==> config.mk <==
export PLATFORM = sky130hd
export DESIGN_NAME = pipe_control_unit_flat
export DESIGN_NICKNAME = d
export VERILOG_FILES = /design/src/rtl/pipe_control_unit_if.sv /design/src/rtl/pipe_control_unit.sv /design/src/flat_wrapper.sv
export SDC_FILE = /design/constraint.sdc
export NUM_CORES = 1
export LEC_CHECK = 0
export CORE_MARGIN = 2
export CORE_UTILIZATION = 31
export CTS_CLUSTER_DIAMETER = 200
export DETAILED_ROUTE_END_ITERATION = 6
export HOLD_SLACK_MARGIN = 0.05
export PLACE_DENSITY = 0.77
export SLEW_MARGIN = 20
export SYNTH_ARGS = -nofsm -noshare
export SYNTH_HDL_FRONTEND = slang
export SYNTH_SLANG_ARGS = --single-unit
==> constraint.sdc <==
create_clock -name clk -period 1.2 [get_ports clk]
set_input_delay 0.3 -clock clk [delete_from_list [all_inputs] [get_ports clk]]
set_output_delay 0.3 -clock clk [all_outputs]
set_load 0.1 [all_outputs]
==> src/rtl/pipe_control_unit_if.sv <==
// Bus between IF/ID decode inputs and the registered ID/EX control outputs.
// The slave modport belongs to pipe_control_unit; the master modport to whatever drives it.
interface pipe_control_unit_if #(
  parameter int OPW  = 8,
  parameter int ALUW = 4
);
  logic [OPW-1:0]  ctrlSignal;
  logic            inValid;
  logic            hazardStall;
  logic            flush;
  logic            branch;
  logic            jump;
  logic            writeEN1;
  logic            writeEN2;
  logic            ifIDFlush;
  logic            Op1Mux;
  logic            Op2Mux;
  logic            dataMemWR;
  logic            dataMemRD;
  logic            dirALUMux;
  logic            wbMUX;
  logic [ALUW-1:0] aLUControl;
  logic            stall;

  modport slave (
    input  ctrlSignal, inValid, hazardStall, flush,
    output branch, jump, writeEN1, writeEN2, ifIDFlush, Op1Mux, Op2Mux,
           dataMemWR, dataMemRD, dirALUMux, wbMUX, aLUControl, stall
  );

  modport master (
    output ctrlSignal, inValid, hazardStall, flush,
    input  branch, jump, writeEN1, writeEN2, ifIDFlush, Op1Mux, Op2Mux,
           dataMemWR, dataMemRD, dirALUMux, wbMUX, aLUControl, stall
  );
endinterface

==> src/rtl/pipe_control_unit.sv <==
// Pipeline control decoder with registered ID/EX controls and load-use / flush handling.
// Define CTRL_MULTICYCLE_EN to add the RUN/MCBUSY multi-cycle ALU sequencer.
//
// state  | meaning
// RUN    | decode one opcode per cycle
// MCBUSY | multi-cycle op in flight; hold aLUControl, keep stall high
module pipe_control_unit #(
  parameter int OPW       = 8,
  parameter int ALUW      = 4,
  parameter int MC_CYCLES = 4
) (
  input  logic               clk,
  input  logic               rst,
  pipe_control_unit_if.slave bus
);
  localparam int B_BR  = 0;
  localparam int B_JMP = 1;
  localparam int B_WE1 = 2;
  localparam int B_IFF = 3;
  localparam int B_OP1 = 4;
  localparam int B_OP2 = 5;
  localparam int B_MWR = 6;
  localparam int B_MRD = 7;
  localparam int B_DIR = 8;
  localparam int B_WB  = 9;

  logic [9:0]      ctrl_d, ctrl_q;
  logic [ALUW-1:0] alu_d, alu_q;
  logic            stall_d, stall_q;

  logic [1:0]      op_class;
  logic            sub_bit;
  logic [ALUW-1:0] alu_field;

  assign op_class  = bus.ctrlSignal[OPW-1:OPW-2];
  assign sub_bit   = bus.ctrlSignal[OPW-3];
  assign alu_field = bus.ctrlSignal[ALUW-1:0];

`ifdef CTRL_MULTICYCLE_EN
  localparam int CW = (MC_CYCLES > 1) ? $clog2(MC_CYCLES) : 1;
  localparam logic [CW-1:0] MC_LOAD = CW'(MC_CYCLES - 2);
  localparam logic [0:0] RUN    = 1'b0;
  localparam logic [0:0] MCBUSY = 1'b1;

  logic [0:0]    state_d, state_q;
  logic [CW-1:0] cnt_d, cnt_q;
  logic          we2_d, we2_q;
`endif

  always_comb begin
    ctrl_d  = '0;
    alu_d   = '0;
    stall_d = 1'b0;
`ifdef CTRL_MULTICYCLE_EN
    state_d = state_q;
    cnt_d   = cnt_q;
    we2_d   = 1'b0;
`endif
    if (bus.flush) begin
`ifdef CTRL_MULTICYCLE_EN
      state_d = RUN;
      cnt_d   = '0;
`endif
    end
`ifdef CTRL_MULTICYCLE_EN
    else if (state_q == MCBUSY) begin
      alu_d = alu_q;
      if (cnt_q == '0) begin
        ctrl_d[B_WE1] = 1'b1;
        we2_d         = 1'b1;
        state_d       = RUN;
      end else begin
        cnt_d   = cnt_q - 1'b1;
        stall_d = 1'b1;
      end
    end
`endif
    else if (bus.hazardStall) begin
      stall_d = 1'b1;
    end else if (bus.inValid) begin
      case (op_class)
        2'b00: begin
          if (bus.ctrlSignal != '0) begin
`ifdef CTRL_MULTICYCLE_EN
            if (alu_field == '1) begin
              alu_d   = alu_field;
              stall_d = 1'b1;
              cnt_d   = MC_LOAD;
              state_d = MCBUSY;
            end else begin
              ctrl_d[B_WE1] = 1'b1;
              alu_d         = alu_field;
            end
`else
            ctrl_d[B_WE1] = 1'b1;
            alu_d         = alu_field;
`endif
          end
        end
        2'b01: begin
          ctrl_d[B_WE1] = 1'b1;
          ctrl_d[B_OP2] = 1'b1;
          alu_d         = alu_field;
        end
        2'b10: begin
          ctrl_d[B_OP2] = 1'b1;
          if (!sub_bit) begin
            ctrl_d[B_MRD] = 1'b1;
            ctrl_d[B_WB]  = 1'b1;
            ctrl_d[B_WE1] = 1'b1;
          end else begin
            ctrl_d[B_MWR] = 1'b1;
            ctrl_d[B_DIR] = 1'b1;
          end
        end
        default: begin
          if (!sub_bit) begin
            ctrl_d[B_BR]  = 1'b1;
            ctrl_d[B_OP1] = 1'b1;
            alu_d         = alu_field;
          end else begin
            ctrl_d[B_JMP] = 1'b1;
            ctrl_d[B_IFF] = 1'b1;
          end
        end
      endcase
    end
  end

  always_ff @(posedge clk) begin
    if (rst) begin
      ctrl_q  <= '0;
      alu_q   <= '0;
      stall_q <= 1'b0;
    end else begin
      ctrl_q  <= ctrl_d;
      alu_q   <= alu_d;
      stall_q <= stall_d;
    end
  end

`ifdef CTRL_MULTICYCLE_EN
  always_ff @(posedge clk) begin
    if (rst) begin
      state_q <= RUN;
      cnt_q   <= '0;
      we2_q   <= 1'b0;
    end else begin
      state_q <= state_d;
      cnt_q   <= cnt_d;
      we2_q   <= we2_d;
    end
  end
  assign bus.writeEN2 = we2_q;
`else
  assign bus.writeEN2 = 1'b0;
`endif

  assign bus.branch     = ctrl_q[B_BR];
  assign bus.jump       = ctrl_q[B_JMP];
  assign bus.writeEN1   = ctrl_q[B_WE1];
  assign bus.ifIDFlush  = ctrl_q[B_IFF];
  assign bus.Op1Mux     = ctrl_q[B_OP1];
  assign bus.Op2Mux     = ctrl_q[B_OP2];
  assign bus.dataMemWR  = ctrl_q[B_MWR];
  assign bus.dataMemRD  = ctrl_q[B_MRD];
  assign bus.dirALUMux  = ctrl_q[B_DIR];
  assign bus.wbMUX      = ctrl_q[B_WB];
  assign bus.aLUControl = alu_q;
  assign bus.stall      = stall_q;
endmodule

==> src/flat_wrapper.sv <==
// flat-port wrapper written by rule: the top's interface ports become plain ports
module pipe_control_unit_flat 
#(
  parameter int OPW       = 8,
  parameter int ALUW      = 4,
  parameter int MC_CYCLES = 4
)
  (clk, rst, bus_ctrlSignal, bus_inValid, bus_hazardStall, bus_flush, bus_branch, bus_jump, bus_writeEN1, bus_writeEN2, bus_ifIDFlush, bus_Op1Mux, bus_Op2Mux, bus_dataMemWR, bus_dataMemRD, bus_dirALUMux, bus_wbMUX, bus_aLUControl, bus_stall);
  pipe_control_unit_if #(.OPW(OPW), .ALUW(ALUW)) bus_i ();
  input  logic clk;
  input  logic rst;
  input wire logic [$bits(bus_i.ctrlSignal)-1:0] bus_ctrlSignal;
  input wire logic [$bits(bus_i.inValid)-1:0] bus_inValid;
  input wire logic [$bits(bus_i.hazardStall)-1:0] bus_hazardStall;
  input wire logic [$bits(bus_i.flush)-1:0] bus_flush;
  output wire logic [$bits(bus_i.branch)-1:0] bus_branch;
  output wire logic [$bits(bus_i.jump)-1:0] bus_jump;
  output wire logic [$bits(bus_i.writeEN1)-1:0] bus_writeEN1;
  output wire logic [$bits(bus_i.writeEN2)-1:0] bus_writeEN2;
  output wire logic [$bits(bus_i.ifIDFlush)-1:0] bus_ifIDFlush;
  output wire logic [$bits(bus_i.Op1Mux)-1:0] bus_Op1Mux;
  output wire logic [$bits(bus_i.Op2Mux)-1:0] bus_Op2Mux;
  output wire logic [$bits(bus_i.dataMemWR)-1:0] bus_dataMemWR;
  output wire logic [$bits(bus_i.dataMemRD)-1:0] bus_dataMemRD;
  output wire logic [$bits(bus_i.dirALUMux)-1:0] bus_dirALUMux;
  output wire logic [$bits(bus_i.wbMUX)-1:0] bus_wbMUX;
  output wire logic [$bits(bus_i.aLUControl)-1:0] bus_aLUControl;
  output wire logic [$bits(bus_i.stall)-1:0] bus_stall;
  assign bus_i.ctrlSignal = bus_ctrlSignal;
  assign bus_i.inValid = bus_inValid;
  assign bus_i.hazardStall = bus_hazardStall;
  assign bus_i.flush = bus_flush;
  assign bus_branch = bus_i.branch;
  assign bus_jump = bus_i.jump;
  assign bus_writeEN1 = bus_i.writeEN1;
  assign bus_writeEN2 = bus_i.writeEN2;
  assign bus_ifIDFlush = bus_i.ifIDFlush;
  assign bus_Op1Mux = bus_i.Op1Mux;
  assign bus_Op2Mux = bus_i.Op2Mux;
  assign bus_dataMemWR = bus_i.dataMemWR;
  assign bus_dataMemRD = bus_i.dataMemRD;
  assign bus_dirALUMux = bus_i.dirALUMux;
  assign bus_wbMUX = bus_i.wbMUX;
  assign bus_aLUControl = bus_i.aLUControl;
  assign bus_stall = bus_i.stall;
  pipe_control_unit #(.OPW(OPW), .ALUW(ALUW), .MC_CYCLES(MC_CYCLES)) u_core (.clk(clk), .rst(rst), .bus(bus_i));
endmodule
==> metrics.cfg, run 1 <==
[worst_setup_path]
cp.required_ns=1.36
endpoint_kind=flop
cp_max_fo=4
crit_arrival_ns=1.34
start_kind=input pin
startpoint=bus_ctrlSignal[7]
crit_type=in2reg

[logic_synthesis]
syn_inst=43
synthTopCellsByArea=dfxtp_1 47%, ha_1 13%, buf_4 8.0%, and2_1 6.7%, and3_1 5.4%
synth_top_cell_area_share=0.472
mappedNetlistNets=61
yosysWarnings=0
yosysTopAreaCell=dfxtp_1
syn_area_um2=467
yosys_register_bits=11
ys_types=16
ys_seq_area_frac=0.472
synth.avg_cell_area_um2=10.9

[clock_tree]
clockBufferDepth=2
htree_levels=1
cts.sinks=11
clkTransAtPathRegs_ns=0.06
hold_buffers=0
tritoncts=built
cts_root_buf=clkbuf_4
cts_made_buffers=3

[final_layout]
multi_input_area_um2=215
nFillCells=106
regArea_um2=239
syn2layout_area_growth_pct=105
antenna_cells=0
drive_gt1_frac=0.560
fin_cells=91
nets=94

[worst_hold_path]
hold_class=in2reg
min-delay-start=rst

[timing]
finalMaxSlewViolations=0
final.setup.tns_ns=0
final-setup-viol-count=0
rsz0062_at_grt=yes
fmax_mhz=849
hold_viol=0
finalCritPeriodShare=0.982
fin_crit_ns=1.18
finalHoldWorstSlack_ns=0.296

[run_status]
status=finished, final reports clean

[drt]
ant_nets=0
first_pass_iters=4
num_vias=420
post_drt_wl_per_cell_um=11.4
routed_wl_mm=1.04
vias_per_cell=4.62
drt_drc_violations_left=0
drt_iter0_markers=2

[placement]
place.gp.congestion=0.692
dpl.hpwl_um=887
dp_cells=87
port_buffers=27

[pwr]
powerDensity_mw_per_mm2=816
finalPower_uw=781
leakage_nw=0.425
vdd_drop_max_mv=0.402

[global_route]
grt_pass1_vias=387
grt_use_total=0.128
gr-total-overflow=0
antenna_found_initial=0
grt_pass1_wl_mm=1.67
grt_max_degree=7

[job]
cap_viol_max_count=0

[floorplanning]
fp-row-count=14
die-area_mm2=0.00183
io_pins=29
fp.dieW_um=42.8
initial_core_util=0.321
coreArea_mm2=0.00145
die_y_um=42.8

[cell usage in the layout, fill, tap and decap left out, types with 2 or more instances in the layout]
cell type and n:
and2_1 5, and3_1 4, buf_12 15, buf_2 3, buf_4 6, clkbuf_4 3, clkdlybuf4s50_1 5, dfxtp_1 4
dfxtp_2 3, dfxtp_4 4, dlygate4sd2_1 2, ha_1 3, ha_2 2, inv_2 2
[registers in the layout, summed over array words and instances (netlist names)]
| register | flops |
|---|---|
| u_core.ctrl_q | 6 |
| u_core.bus.aLUControl | 4 |
| u_core.bus.stall | 1 |
[critical path, stage by stage]
cell and delay (ns):
dlygate4sd2_1 0.26, inv_2 0.06, ha_1 0.20, nor3_2 0.27
a211oi_4 0.08, and2_1 0.17
[routing by layer]
layer  share of wire  routed length (µm)  GRT usage  vias to the layer above
met5               0                   0          0                        -
met2            0.53                 552      0.230                       24
met1            0.35                 362      0.123                      189
li1                -                   -          -                      204
met3           0.098                 101     0.0553                        3
met4           0.018                  19     0.0563                        0
[metrics by stage]
stage / setup slack, ns / utilization / area [µm²]
global placement: -0.498 / 0.642 / 933
global route: -0.0101 / 0.658 / 957
CTS: 0.0131 / 0.656 / 953
detailed placement: -0.559 / 0.642 / 933
finish: 0.0215 / 0.658 / 957
floorplan: -0.00898 / - / 485
[timing repair]
| item | in CTS | in global routing |
|---|---|---|
| resized for setup | 17 | 7 |
| pin swaps | 4 | 3 |
| setup endpoints to repair | 10 | 5 |
| setup buffers | 0 | 0 |
[where the power goes]
part	internal [mW]	total [mW]	leakage, nW	switching (mW)
sequential	0.362	0.367	0.0935	0.00451
clock	0.129	0.244	0.0150	0.116
combinational	0.0739	0.170	0.317	0.0964
[area by class of cell]
class | count | area share
repair buffers | 33 | 0.465
flip-flops and latches | 11 | 0.250
multi-input cells | 24 | 0.225
clock buffers | 4 | 0.0275
well taps | 16 | 0.0209
inverters | 3 | 0.0118
[cell families (layout without fill, tap and decap cells)]
family / after synthesis / after routing / synth area share
fa+ha+maj: 5 / 5 / 0.134
other cells: 1 / 1 / 0.00804
flops: 11 / 11 / 0.472
buf+inv: 8 / 40 / 0.105
simple gates: 13 / 13 / 0.196
compound gates: 5 / 5 / 0.0858
[synthesized netlist by cell type]
cell,n
buf_4,5
inv_1,3
dfxtp_1,11
nor3b_1,1
or4b_4,1
a21oi_1,1
ha_1,5
a211oi_2,1
nor4b_1,1
and2_1,5
a311oi_1,1
and3_1,4
o21ai_0,1
nor3_1,1
conb_1,1
o41ai_1,1
[worst paths after layout]
kind | endpoint | cells after the start
worst max-delay path | u_core.bus.aLUControl[3] | 6
worst min-delay path | u_core.bus.stall | 3
Note: power is estimated with default switching activity, not from simulation.
==> inputs of run 2 (changes only) <==
--- a/config.mk
+++ b/config.mk
@@ -11,7 +11,6 @@
 export DETAILED_ROUTE_END_ITERATION = 6
 export HOLD_SLACK_MARGIN = 0.05
 export PLACE_DENSITY = 0.77
-export SLEW_MARGIN = 20
 export SYNTH_ARGS = -nofsm -noshare
 export SYNTH_HDL_FRONTEND = slang
 export SYNTH_SLANG_ARGS = --single-unit
==> results of run 2 <==
Same layout as run 1: the final DEF is identical, and so are final timing and power.
==> inputs of run 3 (changes only) <==
--- a/config.mk
+++ b/config.mk
@@ -5,6 +5,7 @@
 export SDC_FILE = /design/constraint.sdc
 export NUM_CORES = 1
 export LEC_CHECK = 0
+export CAP_MARGIN = 10
 export CORE_MARGIN = 2
 export CORE_UTILIZATION = 31
 export CTS_CLUSTER_DIAMETER = 200
==> results of run 3 <==
Same layout as run 1: the final DEF is identical, and so are final timing and power.
